--- src/rtl/seven_seg_scan.sv ---
// Multiplexed N-digit 7-segment scanner with tear-free shadow register,
// anti-ghost blanking gap, leading-zero suppression, lamp test and per-digit dp.
module seven_seg_scan #(
    parameter int unsigned DIGITS         = 4,
    parameter int unsigned REFRESH_DIV    = 50000,
    parameter int unsigned BLANK_CYCLES   = 1,
    parameter bit          HEX_EN         = 1'b1,
    parameter bit          SEG_ACTIVE_LOW = 1'b0,
    parameter bit          DIG_ACTIVE_LOW = 1'b0
) (
    input  logic                  clk,
    input  logic                  rst_n,
    input  logic [4*DIGITS-1:0]   value,
    input  logic [DIGITS-1:0]     dp_in,
    input  logic                  load,
    input  logic                  lamp_n,
    input  logic                  rbi_n,
    output logic [6:0]            seg,
    output logic                  dp,
    output logic [DIGITS-1:0]     dig_sel,
    output logic                  frame_done
);

    localparam int unsigned PW = $clog2(REFRESH_DIV);
    localparam int unsigned IW = (DIGITS > 1) ? $clog2(DIGITS) : 1;
    localparam int unsigned VW = 4 * DIGITS;

    logic [PW-1:0]     presc_q, presc_d;
    logic [IW-1:0]     idx_q, idx_d;
    logic [VW-1:0]     stage_q, stage_d, shadow_q, shadow_d;
    logic [DIGITS-1:0] stage_dp_q, stage_dp_d, shadow_dp_q, shadow_dp_d;
    logic              pend_q, pend_d;
    logic              wrap_q, wrap_d;
    logic [6:0]        seg_q, seg_d;
    logic              dp_q, dp_d;
    logic [DIGITS-1:0] dig_q, dig_d;
    logic              fd_q, fd_d;

    logic              slot_end_c, frame_end_c;
    logic [3:0]        nib_c;
    logic              cur_dp_c, cur_blank_c, zero_run_c;
    logic [DIGITS-1:0] blank_c;

    function automatic logic [6:0] decode(input logic [3:0] n);
        logic [6:0] d;
        case (n)
            4'h0: d = 7'h7E;
            4'h1: d = 7'h0C;
            4'h2: d = 7'h37;
            4'h3: d = 7'h1F;
            4'h4: d = 7'h4D;
            4'h5: d = 7'h5B;
            4'h6: d = 7'h7B;
            4'h7: d = 7'h0E;
            4'h8: d = 7'h7F;
            4'h9: d = 7'h5F;
            4'hA: d = 7'h6F;
            4'hB: d = 7'h79;
            4'hC: d = 7'h72;
            4'hD: d = 7'h3D;
            4'hE: d = 7'h73;
            default: d = 7'h63;
        endcase
        if (!HEX_EN && (n > 4'd9)) d = 7'h00;
        return d;
    endfunction

    // Slot/digit counters and the staging -> shadow handoff at the frame boundary
    always_comb begin
        slot_end_c  = (presc_q == PW'(REFRESH_DIV - 1));
        frame_end_c = slot_end_c && (idx_q == IW'(DIGITS - 1));
        presc_d     = slot_end_c ? '0 : presc_q + PW'(1);
        idx_d       = idx_q;
        if (slot_end_c) idx_d = frame_end_c ? '0 : idx_q + IW'(1);

        stage_d     = stage_q;
        stage_dp_d  = stage_dp_q;
        shadow_d    = shadow_q;
        shadow_dp_d = shadow_dp_q;
        pend_d      = pend_q;
        if (frame_end_c && pend_q) begin
            shadow_d    = stage_q;
            shadow_dp_d = stage_dp_q;
            pend_d      = 1'b0;
        end
        // A load on the boundary cycle lands in staging for the following frame
        if (load) begin
            stage_d    = value;
            stage_dp_d = dp_in;
            pend_d     = 1'b1;
        end

        wrap_d = frame_end_c;
        fd_d   = wrap_q;
    end

    // Digit decode with leading-zero suppression and lamp override
    always_comb begin
        zero_run_c = 1'b1;
        blank_c    = '0;
        for (int k = DIGITS - 1; k >= 0; k--) begin
            zero_run_c = zero_run_c && (shadow_q[4*k +: 4] == 4'h0) && !shadow_dp_q[k];
            blank_c[k] = (k != 0) && zero_run_c && !rbi_n;
        end

        nib_c       = '0;
        cur_dp_c    = 1'b0;
        cur_blank_c = 1'b0;
        for (int k = 0; k < DIGITS; k++) begin
            if (idx_q == IW'(k)) begin
                nib_c       = shadow_q[4*k +: 4];
                cur_dp_c    = shadow_dp_q[k];
                cur_blank_c = blank_c[k];
            end
        end

        seg_d = cur_blank_c ? 7'h00 : decode(nib_c);
        dp_d  = cur_dp_c;
        if (!lamp_n) begin
            seg_d = 7'h7F;
            dp_d  = 1'b1;
        end

        dig_d = '0;
        if (presc_q >= PW'(BLANK_CYCLES)) begin
            for (int k = 0; k < DIGITS; k++) dig_d[k] = (idx_q == IW'(k));
        end
    end

    always_ff @(posedge clk) begin
        if (!rst_n) begin
            presc_q     <= '0;
            idx_q       <= '0;
            stage_q     <= '0;
            stage_dp_q  <= '0;
            shadow_q    <= '0;
            shadow_dp_q <= '0;
            pend_q      <= 1'b0;
            wrap_q      <= 1'b0;
            seg_q       <= '0;
            dp_q        <= 1'b0;
            dig_q       <= '0;
            fd_q        <= 1'b0;
        end else begin
            presc_q     <= presc_d;
            idx_q       <= idx_d;
            stage_q     <= stage_d;
            stage_dp_q  <= stage_dp_d;
            shadow_q    <= shadow_d;
            shadow_dp_q <= shadow_dp_d;
            pend_q      <= pend_d;
            wrap_q      <= wrap_d;
            seg_q       <= seg_d;
            dp_q        <= dp_d;
            dig_q       <= dig_d;
            fd_q        <= fd_d;
        end
    end

    assign seg        = SEG_ACTIVE_LOW ? ~seg_q : seg_q;
    assign dp         = SEG_ACTIVE_LOW ? ~dp_q  : dp_q;
    assign dig_sel    = DIG_ACTIVE_LOW ? ~dig_q : dig_q;
    assign frame_done = fd_q;

endmodule

--- config.mk ---
export PLATFORM = sky130hd
export DESIGN_NAME = seven_seg_scan
export DESIGN_NICKNAME = d
export VERILOG_FILES = /design/src/rtl/seven_seg_scan.sv
export SDC_FILE = /design/constraint.sdc
export NUM_CORES = 1
export LEC_CHECK = 0
export CELL_PAD_IN_SITES_DETAIL_PLACEMENT = 1
export CELL_PAD_IN_SITES_GLOBAL_PLACEMENT = 1
export CORE_MARGIN = 2
export CORE_UTILIZATION = 42
export CTS_CLUSTER_SIZE = 28
export DETAILED_ROUTE_END_ITERATION = 10
export GPL_ROUTABILITY_DRIVEN = 1
export HOLD_SLACK_MARGIN = 0.06
export PLACE_DENSITY_LB_ADDON = 0.12
export SLEW_MARGIN = 40
export SYNTH_ARGS = -nofsm -noshare
export SYNTH_HDL_FRONTEND = slang
export SYNTH_SLANG_ARGS = --single-unit
--- constraint.sdc ---
create_clock -name clk -period 2.74 [get_ports clk]
set_input_delay 0.548 -clock clk [delete_from_list [all_inputs] [get_ports clk]]
set_output_delay 0.548 -clock clk [all_outputs]
set_load 0.01 [all_outputs]
==> flow_summary.yaml <==
outcome:
  status: "finished, final reports clean"
power_and_ir_drop:
  p_per_area_mw_per_mm2: 544
  seqPwrFrac: 0.513
  leakage_nw: 1.49
  switching_power_mw: 0.451
  ir_worst_vdd_mv: 0.261
  p_int_mw: 1.71
  combPwrFrac: 0.066
  power.clock.fraction: 0.421
  swShare: 0.209
detailed_routing:
  dr_total_vias: 2617
  drc: 0
  via_per_inst: 5.15
  routedWlPerCell_microns: 14.5
  drt-total-wl_microns: 7360
  ant_nets: 0
  drt_iter0_markers: 74
  dr.pass1.iters: 4
clock_network:
  path_clk_slew_ps: 70
  cts_setup_buffers: 0
  h-tree-depth: 3
  clock_latency_ps: 340
  root_buffer: "clkbuf_8"
  cts_buffers: 9
  cts_hold_buf: 0
  clock_sinks: 73
  clockBufferDepth: 2
  cts_tree: "built"
timing:
  maxSlewViolCount: 0
  min_period_ps: 2530
  setup_viol_count_final: 0
  max_freq_mhz: 396
  relSlewSlack: 0.535
  fin_setup_tns_ps: 0
  whs_ps: 443
  period_share: 0.922
  skew_ps: 10.1
  timing.final.ws_setup_ps: 214
  finalHoldViolations: 0
  worstMarginPinSlew_ps: 698
  rsz0062_at_grt: "false"
placed_design:
  portBuffers: 37
  hpwlAfterDp_microns: 5160
  pre_cts_slack_ps: 137
  gp_congestion: 0.822
  placed_cells: 493
die:
  core-area_sq_mm: 0.00765
  die_area_sq_mm: 0.00851
  fp.dieW_microns: 92.3
  ioPinCount: 38
  rows: 32
  start_util: 0.428
  die_y_microns: 92.3
yosys:
  yosysWarnings: 0
  yosysUniqueCellTypes: 45
  seq_area_frac_synth: 0.447
  async_flop_share: 0
  synthFlopType: "dfxtp_1"
  ys_top_cells_by_area: "dfxtp_1 45%, nand2_1 7.1%, mux2i_1 7.0%, ha_1 4.6%, nor2b_1 4.6%"
  synth_fp_nets: 404
  synth_top_area_frac: 0.447
  syn-cell-area_sq_mm: 0.00327
  avgSynthCellArea_sq_um: 8.92
  syn_inst: 367
  synth_edf_count: 0
  synth-seq-cells: 73
  yosys.area.top_type: "dfxtp_1"
worst_setup_path:
  endpoint_kind: "flop"
  crit_chain: "inv_1, ha_1, or3b_2, o21ai_0, a31oi_2, inv_1, ha_1, or2_2, a22oi_1, o21ai_0"
  cp_data_required_time_ps: 2970
  cp-start-kind: "flop"
  slowest_stage: "dfxtp_1"
  slowest_delay_ps: 400
  arrival_ps: 2750
  worstPathMaxFanout: 7
  path_class: "reg2reg"
  rr_worst_depth: 10
final_layout:
  drive_above_1_share: 0.0690
  syn2layout_area_growth_pct: 21.4
  final_cell_mix: "73 x dfxtp_1, 62 x nand2_1, 37 x clkdlybuf4s50_1"
  fin_util: 0.519
  final_cells: 508
  fin_nets: 439
  layout_commonest_cell: "dfxtp_1"
  diodes: 0
grt:
  grt_pass1_vias: 2647
  grt_max_degree: 57
  grt_pass1_wl_microns: 12600
  antenna_found_initial: 0
  grt-ovfl-total: 0
  grt_usage: 0.185
run:
  maxCapViolations: 0
worst_hold_path:
  hold_path_depth: 1
  hold_class: "reg2reg"
-- timing repair --
item,4_1_cts,5_1_grt
endpoints found under the setup margin,0,3
resized for setup,0,2
endpoints found under the hold margin,0,0
-- path summary, 6_finish.rpt --
path	from	slack (ps)	end
setup / recovery	idx_q[0]$_SDFFE_PN0N_	210	seg[4]$_SDFF_PN0_
hold / removal	fd_d$_SDFF_PN0_	440	frame_done$_SDFF_PN0_
setup reg to reg	idx_q[0]$_SDFFE_PN0N_	210	seg[4]$_SDFF_PN0_
hold reg to reg	fd_d$_SDFF_PN0_	440	frame_done$_SDFF_PN0_
-- critical path, delay by kind of cell (launching register included) --
| family | cells | cell delay (ps) |
|---|---|---|
| buf+inv | 2 | 250 |
| flops | 1 | 400 |
| compound gates | 4 | 640 |
| fa+ha+maj | 2 | 620 |
| simple gates | 2 | 520 |
-- kinds of logic after synthesis --
| logic type | after synthesis | share of synthesized area |
|---|---|---|
| fa+ha+maj | 12 | 0.0459 |
| simple gates | 160 | 0.244 |
| buf+inv | 31 | 0.0390 |
| xor+xnor | 14 | 0.0375 |
| mux | 23 | 0.0704 |
| compound gates | 54 | 0.116 |
| flops | 73 | 0.447 |
-- state kept, by name, indices dropped and copies added (netlist names) --
signal	flops
presc_q	16
shadow_q	16
stage_q	16
seg	7
dig_sel	4
shadow_dp_q	4
stage_dp_q	4
idx_q	2
dp	1
fd_d	1
frame_done	1
pend_q	1
-- metal layers --
metal | GRT usage | vias up | share of wire
met3 | 0.0452 | 4 | 0.034
met2 | 0.322 | 45 | 0.48
met4 | 0.0373 | 0 | 0.0072
met5 | 0 | - | 0
met1 | 0.234 | 1257 | 0.47
li1 | - | 1311 | -
-- power groups by stage --
stage	Combinational [mW]	Sequential (mW)	Clock [mW]
floorplan	0.0717	1.13	0
global placement	0.142	1.13	0
detailed placement	0.146	1.13	0
CTS	0.146	1.11	0.938
global route	0.159	1.11	0.986
finish	0.143	1.11	0.909
-- synth_stat cells (all sizes together) (3+ instances only) --
cell,number
a21boi,21
a21oi,6
and3,3
buf,9
clkbuf,9
dfxtp,73
ha,12
inv,13
mux2i,23
nand2,62
nand3,9
nand3b,3
nand4,3
nor2,25
nor2b,24
nor3,5
nor3b,3
nor4,4
o21a,3
o21ai,10
o31ai,3
or3,6
or4,3
xnor2,5
xor2,9
-- layout make-up --
| class | count | area [sq um] |
|---|---|---|
| Sequential cell | 73 | 1460 |
| Clock buffer | 12 | 145 |
| Fill cell | 873 | 3670 |
| Clock inverter | 3 | 65.1 |
| Multi-Input combinational cell | 263 | 1700 |
| Tap cell | 102 | 128 |
| Inverter | 13 | 48.8 |
| Timing Repair Buffer | 42 | 420 |
-- stage by stage --
| stage | power, mW | cell area (sq um) |
|---|---|---|
| after floorplan | 1.20 | 3270 |
| after global placement | 1.27 | 3750 |
| after detailed placement | 1.28 | 3750 |
| after CTS | 2.19 | 3960 |
| after global routing | 2.26 | 3970 |
| final | 2.16 | 3970 |
Note: power is estimated with default switching activity, not from simulation.
